File: config.mk
export PLATFORM = sky130hd
export DESIGN_NAME = regfile_wb_arbiter_flat
export DESIGN_NICKNAME = d
export VERILOG_FILES = /design/src/rtl/regfile_wb_arbiter_if.sv /design/src/rtl/regfile_wb_arbiter.sv /design/src/flat_wrapper.sv
export SDC_FILE = /design/constraint.sdc
export NUM_CORES = 1
export LEC_CHECK = 0
export BUFFER_PORTS_ARGS = -buffer_cell sky130_fd_sc_hd__buf_2
export CAP_MARGIN = 20
export CORE_AREA = 2 2 92 94
export CTS_BUF_LIST = sky130_fd_sc_hd__clkbuf_4 sky130_fd_sc_hd__clkbuf_8
export DETAILED_ROUTE_END_ITERATION = 6
export DIE_AREA = 0 0 94 96
export GPL_TIMING_DRIVEN = 0
export MAX_ROUTING_LAYER = met4
export PLACE_DENSITY = 0.93
export SLEW_MARGIN = 20
export SYNTH_ARGS = -nofsm -noshare
export SYNTH_HDL_FRONTEND = slang
export SYNTH_SLANG_ARGS = --single-unit
File: constraint.sdc
create_clock -name clk -period 6.2 [get_ports clk]
set_input_delay 0.31 -clock clk [delete_from_list [all_inputs] [get_ports clk]]
set_output_delay 0.31 -clock clk [all_outputs]
set_load 0.05 [all_outputs]
File: src/rtl/regfile_wb_arbiter_if.sv
// Write-back bus between the write-back sources/decode and the register-file
// write-back arbiter: request handshakes, scoreboard allocation and the write port.
interface regfile_wb_arbiter_if #(
  parameter int N_SRC  = 3,
  parameter int DATA_W = 32,
  parameter int ADDR_W = 5
);
  logic [N_SRC-1:0]        req_valid;
  logic [N_SRC-1:0]        req_ready;
  logic [N_SRC*ADDR_W-1:0] req_addr;
  logic [N_SRC*DATA_W-1:0] req_data;
  logic                    alloc_valid;
  logic [ADDR_W-1:0]       alloc_addr;
  logic                    RegWrite;
  logic [ADDR_W-1:0]       WriteReg;
  logic [DATA_W-1:0]       WriteData;
  logic [31:0]             pending;

  modport slave (
    input  req_valid, req_addr, req_data, alloc_valid, alloc_addr,
    output req_ready, RegWrite, WriteReg, WriteData, pending
  );

  modport master (
    output req_valid, req_addr, req_data, alloc_valid, alloc_addr,
    input  req_ready, RegWrite, WriteReg, WriteData, pending
  );
endinterface

File: src/rtl/regfile_wb_arbiter.sv
// Round-robin arbiter sharing the register file's single write port between
// write-back sources, plus a per-register pending scoreboard for RAW stalls.
module regfile_wb_arbiter #(
  parameter int N_SRC  = 3,
  parameter int DATA_W = 32,
  parameter int ADDR_W = 5
) (
  input  logic                 clk,
  input  logic                 rst,
  regfile_wb_arbiter_if.slave  bus
);
  localparam int RR_W = (N_SRC > 1) ? $clog2(N_SRC) : 1;

  logic [RR_W-1:0]   rr_q, rr_d;
  logic              we_q, we_d;
  logic [ADDR_W-1:0] wreg_q, wreg_d;
  logic [DATA_W-1:0] wdata_q, wdata_d;
  logic [31:0]       pending_q, pending_d;

  logic [N_SRC-1:0]  grant;
  logic              gnt_any;
  logic [RR_W-1:0]   gnt_idx;
  logic [ADDR_W-1:0] gnt_addr;
  logic [DATA_W-1:0] gnt_data;
  int                idx;

  // NOTE: every signal written here gets a default first, so no path through
  // the block leaves a value unassigned and no latch is inferred.
  always_comb begin
    grant   = '0;
    gnt_any = 1'b0;
    gnt_idx = '0;
    idx     = 0;
    // Scan starting at the pointer; the first valid source wins.
    for (int k = 0; k < N_SRC; k++) begin
      idx = (int'(rr_q) + k) % N_SRC;
      if (!gnt_any && bus.req_valid[idx]) begin
        grant[idx] = 1'b1;
        gnt_any    = 1'b1;
        gnt_idx    = RR_W'(idx);
      end
    end
    // The asynchronous reset also blocks any handshake while it is held.
    if (!rst) begin
      grant   = '0;
      gnt_any = 1'b0;
    end
  end

  assign gnt_addr = bus.req_addr[int'(gnt_idx)*ADDR_W +: ADDR_W];
  assign gnt_data = bus.req_data[int'(gnt_idx)*DATA_W +: DATA_W];

  always_comb begin
    rr_d      = gnt_any ? RR_W'((int'(gnt_idx) + 1) % N_SRC) : rr_q;
    we_d      = gnt_any && (gnt_addr != '0);
    wreg_d    = gnt_any ? gnt_addr : wreg_q;
    wdata_d   = gnt_any ? gnt_data : wdata_q;
    pending_d = pending_q;
    if (we_q)
      pending_d[wreg_q] = 1'b0;
    // Applied after the clear so a newer producer of the same register wins.
    if (bus.alloc_valid && (bus.alloc_addr != '0))
      pending_d[bus.alloc_addr] = 1'b1;
    pending_d[0] = 1'b0;
  end

  // NOTE: sequential state uses non-blocking assignments so every flop samples
  // pre-edge values regardless of statement order.
  always_ff @(posedge clk or negedge rst) begin
    if (!rst) begin
      rr_q      <= '0;
      we_q      <= 1'b0;
      wreg_q    <= '0;
      wdata_q   <= '0;
      pending_q <= '0;
    end else begin
      rr_q      <= rr_d;
      we_q      <= we_d;
      wreg_q    <= wreg_d;
      wdata_q   <= wdata_d;
      pending_q <= pending_d;
    end
  end

  assign bus.req_ready = grant;
  assign bus.RegWrite  = we_q;
  assign bus.WriteReg  = wreg_q;
  assign bus.WriteData = wdata_q;
  assign bus.pending   = pending_q;
endmodule

File: src/flat_wrapper.sv
// flat-port wrapper written by rule: the top's interface ports become plain ports
module regfile_wb_arbiter_flat 
#(
  parameter int N_SRC  = 3,
  parameter int DATA_W = 32,
  parameter int ADDR_W = 5
)
  (clk, rst, bus_req_valid, bus_req_addr, bus_req_data, bus_alloc_valid, bus_alloc_addr, bus_req_ready, bus_RegWrite, bus_WriteReg, bus_WriteData, bus_pending);
  regfile_wb_arbiter_if #(.N_SRC(N_SRC), .DATA_W(DATA_W), .ADDR_W(ADDR_W)) bus_i ();
  input  logic clk;
  input  logic rst;
  input wire logic [$bits(bus_i.req_valid)-1:0] bus_req_valid;
  input wire logic [$bits(bus_i.req_addr)-1:0] bus_req_addr;
  input wire logic [$bits(bus_i.req_data)-1:0] bus_req_data;
  input wire logic [$bits(bus_i.alloc_valid)-1:0] bus_alloc_valid;
  input wire logic [$bits(bus_i.alloc_addr)-1:0] bus_alloc_addr;
  output wire logic [$bits(bus_i.req_ready)-1:0] bus_req_ready;
  output wire logic [$bits(bus_i.RegWrite)-1:0] bus_RegWrite;
  output wire logic [$bits(bus_i.WriteReg)-1:0] bus_WriteReg;
  output wire logic [$bits(bus_i.WriteData)-1:0] bus_WriteData;
  output wire logic [$bits(bus_i.pending)-1:0] bus_pending;
  assign bus_i.req_valid = bus_req_valid;
  assign bus_i.req_addr = bus_req_addr;
  assign bus_i.req_data = bus_req_data;
  assign bus_i.alloc_valid = bus_alloc_valid;
  assign bus_i.alloc_addr = bus_alloc_addr;
  assign bus_req_ready = bus_i.req_ready;
  assign bus_RegWrite = bus_i.RegWrite;
  assign bus_WriteReg = bus_i.WriteReg;
  assign bus_WriteData = bus_i.WriteData;
  assign bus_pending = bus_i.pending;
  regfile_wb_arbiter #(.N_SRC(N_SRC), .DATA_W(DATA_W), .ADDR_W(ADDR_W)) u_core (.clk(clk), .rst(rst), .bus(bus_i));
endmodule
==> impl_metrics.json, run 1 <==
{
  "crit_path_cell_trace": "inv_1 > ha_1 > nand3b_1 > o21ai_1 > nor2b_1 > a22oi_1 > o21ai_0 > and2_1 > buf_2",
  "dr.pass1.iters": 5,
  "min_path_cells": 3,
  "yosysMostFrequentCell": "o21ai_0",
  "critPathLaunchType": "flip-flop",
  "status": "finished, final reports clean",
  "fin_ws_ns": 3.261,
  "synthArstFlopShare_pct": 100.0,
  "finalHoldViolations": 0,
  "r2r_end": "u_core.bus.RegWrite",
  "synth_edf_count": 0,
  "max_cap_viol_count": 0,
  "gp_congestion": 0.9755,
  "max-clock-path-buffers": 2,
  "cp_top_family": "simple AND/OR/NAND/NOR gates",
  "whs_endpoint": "u_core.bus.WriteData[17]",
  "fin_crit_sh_pct": 47.40,
  "hp-start": "bus_req_data[81]",
  "dieArea_um2": 9024,
  "fin_area_um2": 5380,
  "p_comb_share_pct": 67.8,
  "cts_tree": "yes",
  "drcViolationCount": 0,
  "dr_total_vias": 4710,
  "wire_per_inst_um": 17.10,
  "p_leak_nw": 2.529,
  "synth_fa_ha_area_share_pct": 1.240,
  "rsz0062_at_grt": "false",
  "pwr-share-clk_pct": 10.2,
  "cp.arrival_ns": 2.63,
  "grt_antenna_before_repair": 0,
  "hpwl_um": 10340,
  "numCtsBuffers": 9,
  "ios": 195,
  "grt_usage_pct": 30.75,
  "core-area_um2": 8051,
  "synth_top_cell_by_area": "dfrtp_1",
  "fmax_mhz": 340.2,
  "slowest_delay_ns": 0.39,
  "synth_simple_gate_area_share_pct": 21.33,
  "ant_nets": 0,
  "syn_nets": 608,
  "vias_per_cell": 5.902,
  "clkTransAtPathRegs_ns": 0.08,
  "tightestPinTransition_ns": 0.5603,
  "critPathKind": "reg2out",
  "ys_types": 49,
  "r2r_start": "u_core.rr_q[0]",
  "final.min_clock_period_ns": 2.939,
  "syn_avg_cell_area_um2": 8.374,
  "synth_cells": 482,
  "fin_nets": 814,
  "crit_buf_inv": 2,
  "layout-drive-gt1-share_pct": 34.92,
  "ff2ff_path_depth": 10,
  "crit_fanout": 8,
  "synth_mux_area_share_pct": 0.8369,
  "num_rows": 33,
  "worst_slew_margin_rel_pct": 62.39,
  "crit_cells": 9,
  "ys.flop_type": "dfrtp_1",
  "antenna_cells": 0,
  "yosys_warnings": 0,
  "synth_xor_area_share_pct": 0,
  "slew_viol_final": 0,
  "ir_worst_vdd_mv": 0.3742,
  "internal_power_mw": 1.628,
  "drtIter0Drc": 240,
  "rrSetupSlack_ns": 3.56,
  "seq_area_frac_synth_pct": 44.02,
  "syn_area_um2": 4036,
  "crit_required_ns": 5.89,
  "grt_pass1_vias": 4505,
  "ctsResizeCount": 0,
  "place_ws_ns": 3.659,
  "cts_hold_buffers": 1,
  "grt_pass1_wl_um": 21110,
  "synth_top_cell_area_share_pct": 44.02,
  "slowest_stage": "dfrtp_1",
  "grt-ovfl-total": 0,
  "start_util_pct": 50.13,
  "hold_class": "in2reg",
  "die_y_um": 96,
  "chipWidth_um": 94,
  "port_buffers": 193,
  "setup_viol": 0,
  "finalClockSkew_ns": 0.009927,
  "synth-seq-cells": 71,
  "insertion_delay_ns": 0.35,
  "seq_power_share_pct": 22.0,
  "routed_wl_um": 13650,
  "cts_setup_buffers": 0,
  "yosys-top-cells-count": "o21ai_0, dfrtp_1, nand2_1",
  "clock-sinks": 71,
  "grt_max_degree": 52,
  "syn_to_final_growth_pct": 33.29,
  "worstSetupEndpointType": "output pin",
  "yosys-top-cells-area": "dfrtp_1, o21ai_0, and3_1, nand3_1, nand2_1",
  "setup_tns_ns": 0,
  "p_per_area_nw_per_um2": 699.2,
  "p_sw_mw": 2.134,
  "synth_top_family_by_area": "compound AO/OA/AOI/OAI gates",
  "synth_compound_area_share_pct": 26.50,
  "ctsHtreeMaxLevel": 3,
  "cts_root_buffer": "clkbuf_8",
  "p_total_mw": 3.762,
  "place_area_um2": 5164,
  "p_sw_share_pct": 56.73
}
-- per-stage QoR --
step	hold WS, ns	utilization, %	instances
after floorplan	0.01441	-	482
after global placement	0.4664	63.76	780
after detailed placement	0.2476	64.13	781
after CTS	0.2533	66.82	798
after global routing	0.2542	66.82	798
final	0.2537	66.82	798
-- cell usage in the layout, fill, tap and decap left out, types with 3 or more instances in the layout --
cell,synthesis,routed
a21oi_1,4,4
and2_1,3,3
and3_1,35,35
buf_2,8,200
buf_4,4,5
buf_6,8,8
clkbuf_1,14,14
clkbuf_8,0,10
dfrtp_1,71,71
ha_1,4,4
inv_1,3,3
nand2_1,47,47
nand3_1,41,41
nand3b_1,12,12
nor2_1,6,6
nor2b_1,3,3
o21ai_0,142,142
o21ai_1,34,34
or3b_2,4,4
-- final cells by class --
class,instances,area (um^2)
fillers,705,2671
multi-input cells,370,2018
flip-flops and latches,71,1777
repair buffers,195,1006
plain buffers,38,230.2
clock buffers,10,137.6
well taps,105,131.4
clock inverters,6,68.82
inverters,3,11.26
-- power groups by stage --
stage | combinational [mW] | clock [mW] | sequential, mW
after floorplan | 1.10 | 0 | 1.59
after global placement | 2.46 | 0 | 0.824
after detailed placement | 2.52 | 0 | 0.833
after CTS | 2.52 | 0.385 | 0.826
after global routing | 2.75 | 0.408 | 0.852
final | 2.55 | 0.382 | 0.829
-- how the worst max path moves through the flow --
stage	startpoint	endpoint
4_1_cts	u_core.rr_q[0]	bus_req_ready[0]
3_3_place_gp	rst	u_core.bus.RegWrite
5_1_grt	u_core.rr_q[0]	bus_req_ready[0]
6_report	u_core.rr_q[0]	bus_req_ready[0]
3_5_place_dp	u_core.rr_q[0]	u_core.bus.RegWrite
2_1_floorplan	u_core.rr_q[0]	bus_req_ready[1]
-- worst min-delay path: stages --
cell	delay [ns]
buf_2	0.07
o21ai_0	0.07
o21ai_1	0.11
-- metal layers --
metal / vias up / track usage [%] / routed length (um)
li1: 2163 / - / -
met3: 37 / 6.265 / 1211
met2: 305 / 50.60 / 6713
met1: 2205 / 37.29 / 5401
met5: - / - / 0
met4: 0 / 12.56 / 322
-- flip-flops by register name (all words and copies together) (netlist names) --
name and cells:
u_core.bus.pending 31, u_core.bus.WriteReg 5, u_core.bus.RegWrite 1, u_core.rr_q 2
u_core.bus.WriteData 32
-- cell families (layout without fill, tap and decap cells) --
kind of cell | after synthesis | after routing
AOI/OAI and AO/OA | 200 | 200
and+or+nand+nor | 162 | 162
adders and majority gates | 4 | 4
DFF | 71 | 71
other | 1 | 1
buffers and inverters | 41 | 252
muxes | 3 | 3
Note: power is estimated with default switching activity, not from simulation.
==> inputs of run 2 (changes only) <==
- CORE_AREA: 2 2 92 94 -> 2 2 95 97
- DIE_AREA: 0 0 94 96 -> 0 0 97 99
- PLACE_DENSITY: 0.93 -> 0.88
- clock period: 6.2 -> 2.95 ns (I/O delays scaled with it)
==> impl_metrics.json, run 2 (synthesized netlist as in run 1, its figures left out) <==
{
  "core-area_um2": 8551,
  "cts_root_buffer": "clkbuf_8",
  "ir_worst_vdd_mv": 0.7636,
  "syn_to_final_growth_pct": 32.70,
  "slowest_stage": "ha_1",
  "crit_buf_inv": 2,
  "port_buffers": 193,
  "chipWidth_um": 97,
  "insertion_delay_ns": 0.35,
  "cp.arrival_ns": 2.62,
  "p_comb_share_pct": 68.5,
  "clock-sinks": 71,
  "tightestPinTransition_ns": 0.5384,
  "p_sw_share_pct": 57.36,
  "mostFrequentLayoutCells": "buf_2, o21ai_0, dfrtp_1",
  "grt-ovfl-total": 0,
  "worstSetupEndpointType": "output pin",
  "finalHoldViolations": 0,
  "max-clock-path-buffers": 2,
  "ios": 195,
  "rsz0062_at_grt": "false",
  "grt_antenna_before_repair": 1,
  "crit_fanout": 8,
  "fin_cells": 802,
  "num_rows": 34,
  "setup_tns_ns": 0,
  "finalClockSkew_ns": 0.01278,
  "internal_power_mw": 3.330,
  "fin_area_um2": 5356,
  "place_ws_ns": 0.5168,
  "slowest_delay_ns": 0.41,
  "p_sw_mw": 4.481,
  "critPathLaunchType": "flip-flop",
  "slew_viol_final": 0,
  "fin_nets": 814,
  "grt_usage_pct": 28.94,
  "start_util_pct": 47.21,
  "layout_commonest_cell": "buf_2",
  "routed_wl_um": 13810,
  "dr.pass1.iters": 5,
  "hold_class": "in2reg",
  "grt_pass1_wl_um": 21980,
  "crit_path_cell_trace": "inv_1 > ha_1 > nand3b_1 > o21ai_1 > nor2b_2 > a22oi_1 > o21ai_0 > and2_1 > buf_2",
  "cp_top_family": "simple AND/OR/NAND/NOR gates",
  "grt_max_degree": 58,
  "numCtsBuffers": 9,
  "cts_tree": "yes",
  "layout-drive-gt1-share_pct": 35.06,
  "setup_viol": 0,
  "grt_pass1_vias": 4560,
  "vias_per_cell": 5.868,
  "drtIter0Drc": 320,
  "fin_ws_ns": 0.1814,
  "ctsHtreeMaxLevel": 3,
  "pwr-share-clk_pct": 9.0,
  "fin_crit_sh_pct": 93.85,
  "critPathKind": "reg2out",
  "p_leak_nw": 2.517,
  "largest_register_ffs": 32,
  "p_total_mw": 7.811,
  "wire_per_inst_um": 17.22,
  "dr_total_vias": 4706,
  "final.min_clock_period_ns": 2.769,
  "place_area_um2": 5167,
  "post-place-cells": 784,
  "fmax_mhz": 361.2,
  "dieArea_um2": 9603,
  "die_y_um": 99,
  "crit_required_ns": 2.80,
  "worst_slew_margin_rel_pct": 63.89,
  "hpwl_um": 10300,
  "gp_congestion": 1.046,
  "p_per_area_nw_per_um2": 1458,
  "clkTransAtPathRegs_ns": 0.08,
  "seq_power_share_pct": 22.5,
  "drcViolationCount": 0,
  "ant_nets": 0,
  "max_cap_viol_count": 0,
  "status": "finished, final reports clean"
}
-- run 2: what timing repair did --
action / CTS / global route
setup endpoints to repair: 0 / 1
endpoints found under the hold margin: 19 / 0
setup buffers: 0 / 0
hold buffers: 1 / 0
resized for setup: 0 / 1
-- run 2: routing by layer --
layer	GRT usage (%)	share of wire [%]	vias up
li1	-	-	2160
met1	35.06	40	2209
met2	47.54	48	295
met3	4.681	8.8	42
met4	13.65	3.2	0
met5	-	0	-
-- run 2: worst min-delay path: stages --
cell,delay [ns]
buf_2,0.08
o21ai_1,0.06
o21ai_1,0.10
-- run 2: stage by stage --
stage | util (%) | hold slack [ns]
floorplan | - | -0.1481
global placement | 60.08 | 0.4266
detailed placement | 60.43 | 0.04761
CTS | 62.58 | 0.07825
global route | 62.64 | 0.09467
finish | 62.64 | 0.08630
-- run 2: cell type report --
type,count,area [um^2]
Buffer,38,230.2
Antenna cell,1,2.502
Multi-Input combinational cell,370,2021
Inverter,3,11.26
Fill cell,757,3194
Timing Repair Buffer,195,1006
Sequential cell,71,1777
Tap cell,108,135.1
Clock inverter,5,35.03
Clock buffer,11,138.9
-- run 2: path summary, 6_finish.rpt --
check	startpoint	to	slack, ns	cells past startpoint
min in group asynchronous	rst	u_core.bus.pending[19]	0.23	2
hold reg to reg	u_core.bus.WriteData[9]	u_core.bus.WriteData[9]	0.49	2
max in group asynchronous	rst	u_core.bus.WriteData[5]	2.17	3
setup / recovery	u_core.rr_q[0]	bus_req_ready[0]	0.18	9
setup reg to reg	u_core.rr_q[0]	u_core.bus.WriteData[19]	0.42	8
hold / removal	bus_req_data[78]	u_core.bus.WriteData[14]	0.09	3
-- run 2: power by group through the flow --
stage          combinational [mW]  sequential [mW]  clock [mW]
3_3_place_gp                 5.15             1.74           0
3_5_place_dp                 5.28             1.76           0
5_1_grt                      5.72             1.81       0.742
2_1_floorplan                2.31             3.34           0
4_1_cts                      5.29             1.75       0.704
6_report                     5.35             1.76       0.701
==> inputs of run 3 (changes only) <==
- ABC_AREA: default -> 1
- CTS_CLUSTER_DIAMETER: default -> 100
- REMOVE_ABC_BUFFERS: default -> 1
==> impl_metrics.json, run 3 <==
{
  "final_util_pct": 61.98,
  "insertion_delay_ns": 0.34,
  "ys.flop_type": "dfrtp_1",
  "routed_wl_um": 13080,
  "worstSetupEndpointType": "flip-flop",
  "crit_fanout": 47,
  "synthArstFlopShare_pct": 100.0,
  "grt_antenna_before_repair": 0,
  "status": "finished, final reports clean",
  "cts_tree": "yes",
  "ys_types": 31,
  "finalHoldViolations": 0,
  "grt-ovfl-total": 0,
  "grt_usage_pct": 25.94,
  "slew_viol_final": 0,
  "worst_slew_margin_rel_pct": 44.69,
  "grt_pass1_wl_um": 19950,
  "ant_nets": 0,
  "ios": 195,
  "clkTransAtPathRegs_ns": 0.08,
  "seq_area_frac_synth_pct": 44.60,
  "synth-seq-cells": 71,
  "drcViolationCount": 0,
  "chipWidth_um": 97,
  "hold_class": "in2reg",
  "syn_to_final_growth_pct": 33.04,
  "yosys-top-cells-count": "o21ai_0, a21oi_1, dfrtp_1",
  "fillCellCount": 745,
  "final.min_clock_period_ns": 2.787,
  "ctsHtreeMaxLevel": 3,
  "synth_cells": 497,
  "die_y_um": 99,
  "num_rows": 34,
  "critPathKind": "reg2reg",
  "largest_register_ffs": 32,
  "dr_total_vias": 4499,
  "start_util_pct": 46.59,
  "hpwl_um": 8831,
  "grt_pass1_vias": 4344,
  "gp_congestion": 0.8941,
  "vias_per_cell": 5.624,
  "antenna_cells": 0,
  "layout_commonest_cell": "buf_2",
  "layout-drive-gt1-share_pct": 38.44,
  "core-area_um2": 8551,
  "syn_area_um2": 3984,
  "yosysMostFrequentCell": "o21ai_0",
  "place_ws_ns": -0.03021,
  "finalClockSkew_ns": 0.01158,
  "clock-sinks": 71,
  "cts_root_buffer": "clkbuf_8",
  "critPathLaunchType": "flip-flop",
  "port_buffers": 193,
  "cp.arrival_ns": 3.05,
  "synth_top_cell_by_area": "dfrtp_1",
  "fmax_mhz": 358.8,
  "max_cap_viol_count": 0,
  "syn_avg_cell_area_um2": 8.016,
  "yosys_warnings": 0,
  "wire_per_inst_um": 16.35,
  "fin_nets": 813,
  "grt_max_degree": 71,
  "fin_ws_ns": 0.1631,
  "drtIter0Drc": 238,
  "dieArea_um2": 9603,
  "dr.pass1.iters": 5,
  "synth_edf_count": 0,
  "fin_crit_sh_pct": 94.47,
  "synth_top_cell_area_share_pct": 44.60,
  "numCtsBuffers": 9,
  "max-clock-path-buffers": 2,
  "yosys-top-cells-area": "dfrtp_1, o21ai_0, a21oi_1, a21oi_2, inv_1",
  "rsz0062_at_grt": "true",
  "mostFrequentLayoutCells": "buf_2, o21ai_0, a21oi_1",
  "crit_required_ns": 3.21,
  "tightestPinTransition_ns": 0.8284,
  "setup_viol": 0
}
## run 3: changes by cell type in the layout (fill, tap and decap cells not counted), moves of 11 or more
cell and delta:
and3_1 -35, a21oi_2 +27, o21ai_0 -63, a21oi_1 +69, nor2_1 +30, o21ai_1 -11, clkbuf_1 -14, nand2_1 -13
inv_1 +54
## run 3: cell type report
cell class / count / area [um^2] / share of cell area, %
Tap cell: 108 / 135.1 / 2.550
Clock inverter: 6 / 61.31 / 1.157
Timing Repair Buffer: 198 / 1049 / 19.78
Inverter: 62 / 232.7 / 4.391
Multi-Input combinational cell: 345 / 1914 / 36.12
Clock buffer: 10 / 131.4 / 2.479
Sequential cell: 71 / 1777 / 33.52
## run 3: worst max-delay path, cell delays in order, from the launching register on
cell,delay [ns]
dfrtp_1,0.40
inv_1,0.09
ha_1,0.40
o21ai_0,0.35
nand2_1,0.18
nand2_1,0.19
o21ai_4,0.13
inv_2,0.64
nor2_1,0.15
a21oi_2,0.17
## run 3: worst paths after layout
kind                                        start  slack (ns)  cells past startpoint                       end
max                                u_core.rr_q[0]        0.16                      9  u_core.bus.WriteData[17]
min in group asynchronous                     rst        0.23                      2    u_core.bus.pending[29]
max reg2reg                        u_core.rr_q[0]        0.16                      9  u_core.bus.WriteData[17]
min                              bus_req_data[22]        0.09                      3  u_core.bus.WriteData[22]
max in group asynchronous                     rst        2.16                      3            u_core.rr_q[1]
min reg2reg                u_core.bus.pending[12]        0.51                      2    u_core.bus.pending[12]
## run 3: layer usage
metal  GRT usage, %  vias to the layer above  part of all wire, %
met5              -                        -                    0
li1               -                     2067                    -
met2          44.87                      311                   51
met1          29.71                     2081                   37
met3          4.823                       40                  9.6
met4          10.83                        0                  2.8
## run 3: per-stage QoR
stage	cell area [um^2]	TNS [ns]	cells	hold slack, ns
floorplan	3842	0	474	-0.1481
global placement	4943	-26.31	775	0.4282
detailed placement	5014	-0.03021	777	0.05750
CTS	5225	0	794	0.07544
global route	5300	-0.09869	800	0.09663
finish	5300	0	800	0.08605
## run 3: cells by family after synthesis
kind of cell / Yosys count / synth area share, %
AOI/OAI and AO/OA: 209 / 29.18
adders and majority gates: 4 / 1.256
buffers and inverters: 85 / 9.391
DFF: 71 / 44.60
other: 1 / 0.09413
and+or+nand+nor: 127 / 15.48
## run 3: repair_timing
action,in CTS,in global routing
gates cloned,0,4
pin swaps,0,3
resized for setup,1,2
buffers inserted,0,2
setup endpoints to repair,1,13
hold endpoints to repair,20,0
hold buffers,1,0
Power of run 3 is left out: the tool's default activity adds up to more than one toggle a clock period on the data nets, which glitch-free logic cannot reach.
